==> src/rtl/mips_pkg.sv <==
// Shared MIPS core definitions: datapath width, bubble encoding, default
// reset vector, PC increment and the fetch-stage action decode.
package mips_pkg;

    localparam int unsigned XLEN = 32;

    localparam logic [XLEN-1:0] MIPS_NOP         = 32'h0000_0000;  // sll $0,$0,0
    localparam logic [XLEN-1:0] RESET_PC_DEFAULT = 32'h0000_0000;
    localparam logic [XLEN-1:0] PC_INC           = 32'd4;

    typedef enum logic [1:0] {
        FETCH_RESET    = 2'd0,
        FETCH_REDIRECT = 2'd1,
        FETCH_STALL    = 2'd2,
        FETCH_ADVANCE  = 2'd3
    } fetch_act_e;

    typedef struct packed {
        logic [XLEN-1:0] instr;
        logic [XLEN-1:0] pc4;
        logic            valid;
    } if_id_t;

    // Edge action with priority rst > redirect > stall > advance.
    function automatic fetch_act_e fetch_action(input logic rst,
                                                input logic redirect,
                                                input logic stall);
        if (rst)           return FETCH_RESET;
        else if (redirect) return FETCH_REDIRECT;
        else if (stall)    return FETCH_STALL;
        else               return FETCH_ADVANCE;
    endfunction

endpackage

==> src/rtl/pc_reg.sv <==
// Program counter: synchronous reset, word-aligned load, hold, or +4 with
// natural 32-bit wrap.
module pc_reg
    import mips_pkg::*;
#(
    parameter logic [XLEN-1:0] RESET_PC = RESET_PC_DEFAULT
) (
    input  logic            clk,
    input  logic            rst,
    input  logic            load_i,
    input  logic [XLEN-1:0] load_pc_i,
    input  logic            hold_i,
    output logic [XLEN-1:0] pc_o
);

    localparam logic [XLEN-1:0] RESET_PC_ALIGNED = {RESET_PC[XLEN-1:2], 2'b00};

    logic [XLEN-1:0] pc_q;
    logic [XLEN-1:0] pc_d;

    // Low target bits are dropped so the PC stays word-aligned.
    logic unused_load_lsb;
    assign unused_load_lsb = &{1'b0, load_pc_i[1:0]};

    always_comb begin
        pc_d = pc_q;
        if (load_i) begin
            pc_d = {load_pc_i[XLEN-1:2], 2'b00};
        end else if (!hold_i) begin
            pc_d = pc_q + PC_INC;
        end
    end

    always_ff @(posedge clk) begin
        if (rst) begin
            pc_q <= RESET_PC_ALIGNED;
        end else begin
            pc_q <= pc_d;
        end
    end

    assign pc_o = pc_q;

endmodule

==> src/rtl/fetch_stage.sv <==
// MIPS instruction-fetch stage: PC, IF/ID register, stall and redirect/flush.
// Optional performance counters are enabled with macro FETCH_PERF_EN.
module fetch_stage
    import mips_pkg::*;
#(
    parameter logic [XLEN-1:0] RESET_PC  = RESET_PC_DEFAULT,
    parameter logic [XLEN-1:0] NOP_INSTR = MIPS_NOP
) (
    input  logic            clk,
    input  logic            rst,
    input  logic            stall,
    input  logic            redirect,
    input  logic [XLEN-1:0] redirect_pc,
    output logic [XLEN-1:0] pc_addr,
    input  logic [XLEN-1:0] instr,
    output logic [XLEN-1:0] if_id_instr,
    output logic [XLEN-1:0] if_id_pc4,
    output logic            if_id_valid
`ifdef FETCH_PERF_EN
    ,
    output logic [XLEN-1:0] perf_fetch_cnt,
    output logic [XLEN-1:0] perf_stall_cnt,
    output logic [XLEN-1:0] perf_flush_cnt
`endif
);

    fetch_act_e      act;
    logic [XLEN-1:0] pc_q;
    if_id_t          if_id_q;
    if_id_t          if_id_d;

    assign act = fetch_action(rst, redirect, stall);

    // Redirect wins over stall inside pc_reg because load outranks hold.
    pc_reg #(
        .RESET_PC (RESET_PC)
    ) u_pc_reg (
        .clk       (clk),
        .rst       (rst),
        .load_i    (redirect),
        .load_pc_i (redirect_pc),
        .hold_i    (stall),
        .pc_o      (pc_q)
    );

    always_comb begin
        if_id_d = if_id_q;
        case (act)
            FETCH_RESET, FETCH_REDIRECT: begin
                if_id_d.instr = NOP_INSTR;
                if_id_d.pc4   = '0;
                if_id_d.valid = 1'b0;
            end
            FETCH_STALL: begin
                if_id_d = if_id_q;
            end
            FETCH_ADVANCE: begin
                if_id_d.instr = instr;
                if_id_d.pc4   = pc_q + PC_INC;
                if_id_d.valid = 1'b1;
            end
            default: begin
                if_id_d = if_id_q;
            end
        endcase
    end

    always_ff @(posedge clk) begin
        if_id_q <= if_id_d;
    end

    assign pc_addr     = pc_q;
    assign if_id_instr = if_id_q.instr;
    assign if_id_pc4   = if_id_q.pc4;
    assign if_id_valid = if_id_q.valid;

`ifdef FETCH_PERF_EN
    logic [XLEN-1:0] fetch_cnt_q, fetch_cnt_d;
    logic [XLEN-1:0] stall_cnt_q, stall_cnt_d;
    logic [XLEN-1:0] flush_cnt_q, flush_cnt_d;

    always_comb begin
        fetch_cnt_d = fetch_cnt_q;
        stall_cnt_d = stall_cnt_q;
        flush_cnt_d = flush_cnt_q;
        case (act)
            FETCH_RESET: begin
                fetch_cnt_d = '0;
                stall_cnt_d = '0;
                flush_cnt_d = '0;
            end
            FETCH_REDIRECT: flush_cnt_d = flush_cnt_q + 1'b1;
            FETCH_STALL:    stall_cnt_d = stall_cnt_q + 1'b1;
            FETCH_ADVANCE:  fetch_cnt_d = fetch_cnt_q + 1'b1;
            default: ;
        endcase
    end

    always_ff @(posedge clk) begin
        fetch_cnt_q <= fetch_cnt_d;
        stall_cnt_q <= stall_cnt_d;
        flush_cnt_q <= flush_cnt_d;
    end

    assign perf_fetch_cnt = fetch_cnt_q;
    assign perf_stall_cnt = stall_cnt_q;
    assign perf_flush_cnt = flush_cnt_q;
`endif

endmodule
==> config.mk <==
export PLATFORM = sky130hd
export DESIGN_NAME = fetch_stage
export DESIGN_NICKNAME = d
export VERILOG_FILES = /design/src/rtl/mips_pkg.sv /design/src/rtl/pc_reg.sv /design/src/rtl/fetch_stage.sv
export SDC_FILE = /design/constraint.sdc
export NUM_CORES = 1
export LEC_CHECK = 0
export CAP_MARGIN = 0
export CORE_UTILIZATION = 45
export DETAILED_ROUTE_END_ITERATION = 7
export GPL_TIMING_DRIVEN = 0
export HOLD_SLACK_MARGIN = 0.02
export PLACE_DENSITY = 0.8
export SETUP_SLACK_MARGIN = 0.15
export SLEW_MARGIN = 20
export SYNTH_ARGS = -nofsm -noshare
export SYNTH_HDL_FRONTEND = slang
export SYNTH_SLANG_ARGS = --single-unit
==> constraint.sdc <==
create_clock -name clk -period 4.1 [get_ports clk]
set_input_delay 1.23 -clock clk [delete_from_list [all_inputs] [get_ports clk]]
set_output_delay 1.23 -clock clk [all_outputs]
set_load 0.02 [all_outputs]
Yosys cells after proc, flatten, opt, wreduce, memory -nomap -nowiden
Index checks and enable logic that the tools add are counted.
{"block": "totals", "regBits": 97, "elab_cells": 19, "inputBits": 68, "out_inout_bits": 97}
{"block": "op_classes", "addsub": 1, "n_mux": 6, "n_eq_ne": 4, "reduce_logical": 3}
{"operator": "65-bit case mux with 2 select lines", "count": 1}
{"operator": "32-bit two-way mux", "count": 2}
{"operator": "32-bit by 3-bit adder with 32-bit output (second input constant)", "count": 1}
{"operator": "2-bit == test (second input constant)", "count": 2}
{"operator": "2-bit two-way mux", "count": 2}
{"operator": "2-bit OR reduction", "count": 2}
{"operator": "2-bit by 1-bit == test with 1-bit output (second input constant)", "count": 1}
{"operator": "2-bit zero test", "count": 1}
{"operator": "2-bit by 1-bit inequality test with 1-bit output (second input constant)", "count": 1}
{"operator": "1-bit two-way mux", "count": 1}

Depth between registers and ports, before layout
Gate-level depths: netlist of the first run.
{"block": "depth", "ltp_word": 6, "ltp_mapped": 7, "mapped_depth_nobuf": 5}

Cells and area by module
A second synthesis of the first run with hierarchy kept.
{"block": "hier_totals", "hier_cells": 460, "hier_area_um2": 4769.6}
{"mod": "fetch_stage", "area_per_inst_um2": 2990.4, "n_inst": 1, "cells_each": 240, "seq_area_each_um2": 1951.9}
{"mod": "pc_reg", "area_per_inst_um2": 1779.2, "n_inst": 1, "cells_each": 220, "seq_area_each_um2": 600.6}

Worst setup path after synthesis of the first run
OpenSTA, ideal clock, no wires.
{"block": "synth_timing", "path_type": "input-to-reg", "start": "input port stall", "end": "register if_id_q (netlist bit if_id_instr[0]) (enable)", "path_stages": 3, "setup_time_ps": 684, "setup_slack_ps": 669, "t_arrival_ps": 2747, "path_buffers": 2, "t_required_ps": 3416, "path_cell_list": "buf_6 -> clkbuf_1 -> nand2_1"}
{"block": "synth_via", "elab_chain_len": 4}
{"element": "start, declared", "line_no": "fetch_stage.sv:11", "rtl": "input logic stall,"}
{"element": "1-bit two-way mux", "line_no": "mips_pkg.sv:30", "rtl": "else if (stall) return FETCH_STALL;"}
{"element": "2-bit two-way mux", "line_no": "mips_pkg.sv:29", "rtl": "else if (redirect) return FETCH_REDIRECT;"}
{"element": "2-bit two-way mux", "line_no": "mips_pkg.sv:28", "rtl": "if (rst) return FETCH_RESET;"}
{"element": "2-bit == test", "line_no": "fetch_stage.sv:48", "rtl": "case (act)"}
{"element": "end signal, assigned", "line_no": "fetch_stage.sv:69", "rtl": "if_id_q <= if_id_d;"}
{"element": "end, declared", "line_no": "fetch_stage.sv:29", "rtl": "if_id_t if_id_q;"}
Every way passes these cells.
A chain may end at the register's enable or synchronous reset.

Final worst setup path of the first run
{"block": "layout_timing", "start": "input port redirect", "end": "register if_id_q (netlist bit if_id_pc4[6]), data pin"}
{"block": "layout_via", "elab_chain_len": 5, "elab_cells_between_ends": 7, "cone_classes": "eq/ne: 2; mux: 3; reduce/logical: 2"}
{"element": "start, declared", "line_no": "fetch_stage.sv:12", "rtl": "input logic redirect,"}
{"element": "2-bit two-way mux *", "line_no": "mips_pkg.sv:29"}
{"element": "2-bit two-way mux *", "line_no": "mips_pkg.sv:28"}
{"element": "2-bit by 1-bit == test with 1-bit output or 2-bit zero test (tied branches)", "line_no": "fetch_stage.sv:48"}
{"element": "2-bit OR reduction", "line_no": "fetch_stage.sv:48"}
{"element": "65-bit case mux with 2 select lines *", "line_no": "fetch_stage.sv:48"}
Mark *: on every way between the ends. The rest lies on a longest branch, timed or not.

==> flow_metrics.py, run 1 <==
metrics = {
    "setup_path": {
        "arrival_ps": 3140,
        "required_ps": 4190,
        "cp_max_fo": 10,
        "r2r_cells": 6,
        "start_kind": "primary input",
        "rr_endpoint": "u_pc_reg.pc_o[30]",
        "criticalPathCategory": "in2reg",
        "reg2reg_slack_ps": 1760,
        "end_kind": "flop",
        "reg2reg_from": "u_pc_reg.pc_o[2]",
    },
    "run_status": {
        "outcome": "finished clean",
    },
    "sta": {
        "fin_crit_ps": 3047,
        "clock.fmax_mhz": 328.2,
        "period_share_pct": 74.31,
        "rsz0062_at_grt": "no",
        "hold_violations": 0,
        "worstMarginPinSlew_ps": 660.3,
        "fin_tns_setup_ps": 0,
        "clock_skew_ps": 10.26,
        "setup_viol": 0,
        "slew_violations": 0,
        "slew_headroom_pct": 55.98,
    },
    "pwr": {
        "p_leak_uw": 0.002294,
        "ir_worst_vdd_uv": 160.7,
        "p_per_area_mw_per_mm2": 310.8,
    },
    "synth": {
        "yosysUniqueCellTypes": 52,
        "synth_top_area_share_pct": 41.08,
        "yosysTopAreaCell": "edfxtp_1",
        "ys_top_cells_by_area": "edfxtp_1 41%, dfxtp_1 13%, and2_1 5.0%, nor2_1 3.8%, xnor2_1 3.2%",
        "syn_inst": 440,
        "yosys_warnings": 0,
        "syn_avg_cell_area_sq_um": 10.47,
        "syn_area_sq_mm": 0.004606,
        "synth-edff-count": 63,
        "ys_seq_area_share_pct": 54.12,
        "yosys_most_used_dff": "edfxtp_1",
        "async_flop_share_pct": 0,
        "ys_ff_latch": 93,
    },
    "place": {
        "hpwlAfterDp_mm": 9.679,
        "place_congestion": 0.9042,
        "dpl_cell_area_sq_mm": 0.006382,
        "io_buffers": 157,
    },
    "clock_network": {
        "clk_pin_slew_ps": 90,
        "clk_latency_ps": 360,
        "clock-sinks": 93,
        "cts_tree": "done",
        "clockRootBuffer": "clkbuf_8",
        "cts_buffer_depth": 2,
        "hold_buffers": 0,
        "post_cts_buffers": 0,
        "ctsResizeCount": 0,
        "ctsHtreeMaxLevel": 3,
        "cts_buffers": 9,
    },
    "drt": {
        "drc": 0,
        "dr_total_vias": 4237,
        "ant_nets": 0,
        "post_drt_wl_per_cell_microns": 17.22,
        "wirelength_mm": 12.90,
        "drt_first_iter_violations": 233,
        "avgViaCountPerCell": 5.657,
        "firstDrtPassIters": 5,
    },
    "finish": {
        "area_delta_synth_final_pct": 42.27,
        "diodes": 0,
        "drive_above_1_share_pct": 6.494,
        "most-common-layout-cells": "157 x clkdlybuf4s50_1, 63 x edfxtp_1, 47 x nor2_1",
        "final_common_cell": "clkdlybuf4s50_1",
        "stdcell_area_sq_mm": 0.006553,
        "fin_nets": 681,
    },
    "min_path": {
        "hp-start": "u_pc_reg.pc_o[30]",
        "holdPathStages": 2,
        "min_to": "u_pc_reg.pc_o[30]",
        "hold_path_class": "reg2reg",
    },
    "floorplanning": {
        "dieArea_sq_mm": 0.01064,
        "pin_count": 165,
        "core_sq_mm": 0.009864,
        "rows": 36,
        "start_util_pct": 46.69,
        "die_w_microns": 103.2,
        "die_h_microns": 103.2,
    },
    "global_routing": {
        "grt.total_usage_pct": 24.92,
        "grt_pass1_wl_mm": 19.91,
        "grt_max_degree": 47,
        "grt_pass1_vias": 3941,
        "antenna_found_initial": 0,
        "grt_overflow": 0,
    },
    "flow_run": {
        "drv_cap": 0,
    },
}
## cell type report
class	count	area [sq um]
repair buffers	158	1592
inverters	7	26.28
fillers	785	3312
flip-flops and latches	93	2492
clock buffers	9	123.9
multi-input cells	305	1916
plain buffers	38	190.2
clock inverters	6	46.29
well taps	133	166.4
## per-layer routing
layer	up-vias	GRT usage [%]	wire, microns
met1	1988	31.47	5202
met3	22	3.593	1132
met2	246	42.97	6292
li1	1981	-	-
met5	-	0	0
met4	0	10.08	274
## worst max-delay path by stage
stage,startpoint,endpoint,slack [ps]
6_report,redirect,if_id_pc4[6],1050
5_1_grt,redirect,if_id_pc4[6],970
4_1_cts,redirect,if_id_pc4[6],1100
3_5_place_dp,redirect,if_id_pc4[6],720
3_3_place_gp,redirect,if_id_instr[28],-200
2_1_floorplan,stall,if_id_instr[0],670
## report_power, final
group | total [uW] | internal, uW | switching (uW)
clock network | 556 | 223 | 333
logic | 384 | 194 | 190
registers | 1100 | 1050 | 41.7
## critical path, stage by stage
cell	delay (ps)
clkdlybuf4s50_1	630
or3_1	190
clkbuf_1	430
clkbuf_1	520
nor2_1	130
## metrics by stage
stage                     setup slack (ps)  total power (uW)  std cells  utilization, %  hold slack (ps)
after floorplan                      668.7              1290        443               -            606.6
after global placement              -197.5              1493        733           64.42            543.1
after detailed placement             715.8              1501        734           64.70            555.0
after CTS                             1099              2046        749           66.43            568.5
after global routing                 967.1              2117        749           66.43            621.2
final                                 1053              2037        749           66.43            575.4
## cells by family after synthesis
family                   after synthesis  synth area share (%)
AO/OA/AOI/OAI                         80                 11.93
buffers and inverters                 45                 4.700
other                                  1               0.08142
adder cells (fa/ha/maj)                1                0.2716
multiplexers                           1                0.2173
XOR/XNOR                              23                 4.374
flip-flops                            93                 54.12
AND/OR/NAND/NOR                      196                 24.31
## state kept, by name, indices dropped and copies added, names as in the netlist
name	count
if_id_instr	32
if_id_pc4	30
u_pc_reg.pc_o	30
if_id_valid	1
## synth_stat cells, types with 2 or more instances
library cell and count:
a311oi_1 11, or2_2 2, nand4_1 14, nor2_1 47, xor2_1 6, clkbuf_1 20, buf_1 2, nor3_1 8
nand2_1 20, o31ai_1 13, and2_1 37, a21oi_1 19, buf_2 8, nor4_1 9, o21ai_0 12, xnor2_1 17
o31a_1 2, buf_6 2, dfxtp_1 30, and3_1 5, and4_1 5, or4_1 14, edfxtp_1 63, a211oi_1 12
or3_1 11, buf_4 6, a2111oi_0 2, inv_1 7, nor2b_1 2, nand3_1 12
No activity file was read; power rests on OpenSTA's default activity.
==> run 2: changes to the inputs <==
CORE_UTILIZATION = 41   (was 45)
PLACE_DENSITY = 0.77   (was 0.8)
clock period = 2.6 ns   (was 4.1 ns; I/O delays follow)
==> run 2 against run 1 <==
Cell count up 0.93%; combinational power up 58%; clock skew down 0.94 ps; clock power up 76%; flip-flop and latch count unchanged; via count down 1.3%; core utilization down 6.1 points; sequential power up 57%.
==> flow_metrics.py, run 2 (synthesis gave the netlist of run 1 again) <==
metrics = {
    "setup_path": {
        "cp_cell_sequence": "clkdlybuf4s50_1",
        "reg2reg_slack_ps": 290,
        "arrival_ps": 1570,
        "r2r_cells": 6,
        "criticalPathCategory": "reg2out",
        "start_kind": "flop",
        "cp_slowest_stage_delay_ps": 690,
        "required_ps": 1820,
        "cp_slowest_cell": "clkdlybuf4s50_1",
        "cp.depth": 1,
        "critical_path.top_delay_family": "buffers and inverters",
        "critPathBufInv": 1,
        "cp_max_fo": 9,
        "end_kind": "output port",
    },
    "min_path": {
        "holdPathStages": 2,
        "hold_path_class": "reg2reg",
    },
    "sta": {
        "slew_violations": 0,
        "fin_crit_ps": 2351,
        "hold_violations": 0,
        "clock.fmax_mhz": 425.3,
        "period_share_pct": 90.43,
        "slew_headroom_pct": 45.33,
        "clock_skew_ps": 9.322,
        "rsz0062_at_grt": "no",
        "setup_viol": 0,
        "worstMarginPinSlew_ps": 820.1,
    },
    "clock_network": {
        "clockRootBuffer": "clkbuf_8",
        "clock-sinks": 93,
        "cts_tree": "done",
        "cts_buffers": 9,
        "clk_latency_ps": 370,
        "cts_buffer_depth": 2,
        "hold_buffers": 0,
        "clk_pin_slew_ps": 90,
        "ctsHtreeMaxLevel": 3,
        "post_cts_buffers": 0,
    },
    "global_routing": {
        "grt.total_usage_pct": 23.13,
        "grt_pass1_wl_mm": 20.28,
        "grt_pass1_vias": 3880,
        "grt_max_degree": 64,
        "antenna_found_initial": 0,
        "grt_overflow": 0,
    },
    "floorplanning": {
        "pin_count": 165,
        "die_h_microns": 108.0,
        "start_util_pct": 42.30,
        "die_w_microns": 108.0,
        "dieArea_sq_mm": 0.01166,
        "rows": 38,
        "core_sq_mm": 0.01089,
    },
    "finish": {
        "n_fill_cell": 942,
        "fin_util_pct": 60.37,
        "largest_reg_flops": 32,
        "most-common-layout-cells": "157 x clkdlybuf4s50_1, 63 x edfxtp_1, 47 x nor2_1",
        "area_delta_synth_final_pct": 42.71,
        "fin_nets": 680,
        "drive_above_1_share_pct": 7.305,
        "final_common_cell": "clkdlybuf4s50_1",
        "seq_area_sq_mm": 0.002492,
        "diodes": 0,
        "multi_input_area_sq_mm": 0.001916,
    },
    "place": {
        "hpwlAfterDp_mm": 9.798,
        "io_buffers": 157,
        "place_congestion": 0.9171,
    },
    "pwr": {
        "ir_worst_vdd_uv": 272.7,
        "p_total_uw": 3312,
        "p_per_area_mw_per_mm2": 503.9,
        "p_leak_uw": 0.002318,
    },
    "drt": {
        "dr_total_vias": 4184,
        "post_drt_wl_per_cell_microns": 17.56,
        "avgViaCountPerCell": 5.534,
        "firstDrtPassIters": 5,
        "ant_nets": 0,
        "drc": 0,
        "wirelength_mm": 13.28,
        "drt_first_iter_violations": 265,
    },
    "flow_run": {
        "drv_cap": 0,
    },
    "run_status": {
        "outcome": "finished clean",
    },
}
run 2: cell count changes in the layout (fill, tap and decap cells not counted):
cell	delta
buf_12	-1
bufinv_16	+1
clkbuf_1	-5
clkbuf_2	+7
clkbuf_8	+1
clkinv_2	+1
clkinvlp_4	-1
inv_6	-3
run 2: power by group:
part	internal (uW)	switching, uW	total, uW
clock	469	507	976
sequential	1660	65.4	1730
combinational	305	302	607
run 2: final cells by class:
class / count / share of cell area, %
Sequential cell: 93 / 37.92
Clock buffer: 12 / 2.208
Clock inverter: 4 / 0.7234
Multi-Input combinational cell: 305 / 29.15
Timing Repair Buffer: 157 / 23.91
Tap cell: 140 / 2.665
Inverter: 7 / 0.3998
Buffer: 38 / 3.027
run 2: path summary, 6_finish.rpt:
check                     from           endpoint
max          u_pc_reg.pc_o[27]        pc_addr[27]
min reg2reg  u_pc_reg.pc_o[30]  u_pc_reg.pc_o[30]
min          u_pc_reg.pc_o[30]  u_pc_reg.pc_o[30]
max reg2reg   u_pc_reg.pc_o[2]  u_pc_reg.pc_o[30]
run 2: worst reg2reg max path, stage by stage, from the launching register on:
cell,delay (ps)
dfxtp_1,520
ha_1,360
nand4b_4,230
or2_1,280
buf_6,140
or4_1,460
a311oi_1,240
run 2: per-layer routing:
layer,global-route usage (%),wire [microns]
met5,0,0
met4,10.57,342
met3,4.702,1144
met2,37.44,6275
met1,29.73,5517
run 2: stage by stage:
step	TNS (ps)	area, sq um	hold slack [ps]	cells	setup slack [ps]
finish	0	6573	568.9	756	248.7
global route	0	6573	614.4	756	155.1
CTS	0	6565	563.7	756	187.5
detailed placement	-14270	6371	551.6	740	-370.8
global placement	-34840	6366	537.9	740	-422.9
floorplan	0	4619	606.6	443	238.3
run 2: what timing repair did:
action,4_1_cts,5_1_grt
gates cloned,0,0
resized for setup,1,12
endpoints found under the hold margin,0,0
setup endpoints to repair,10,35
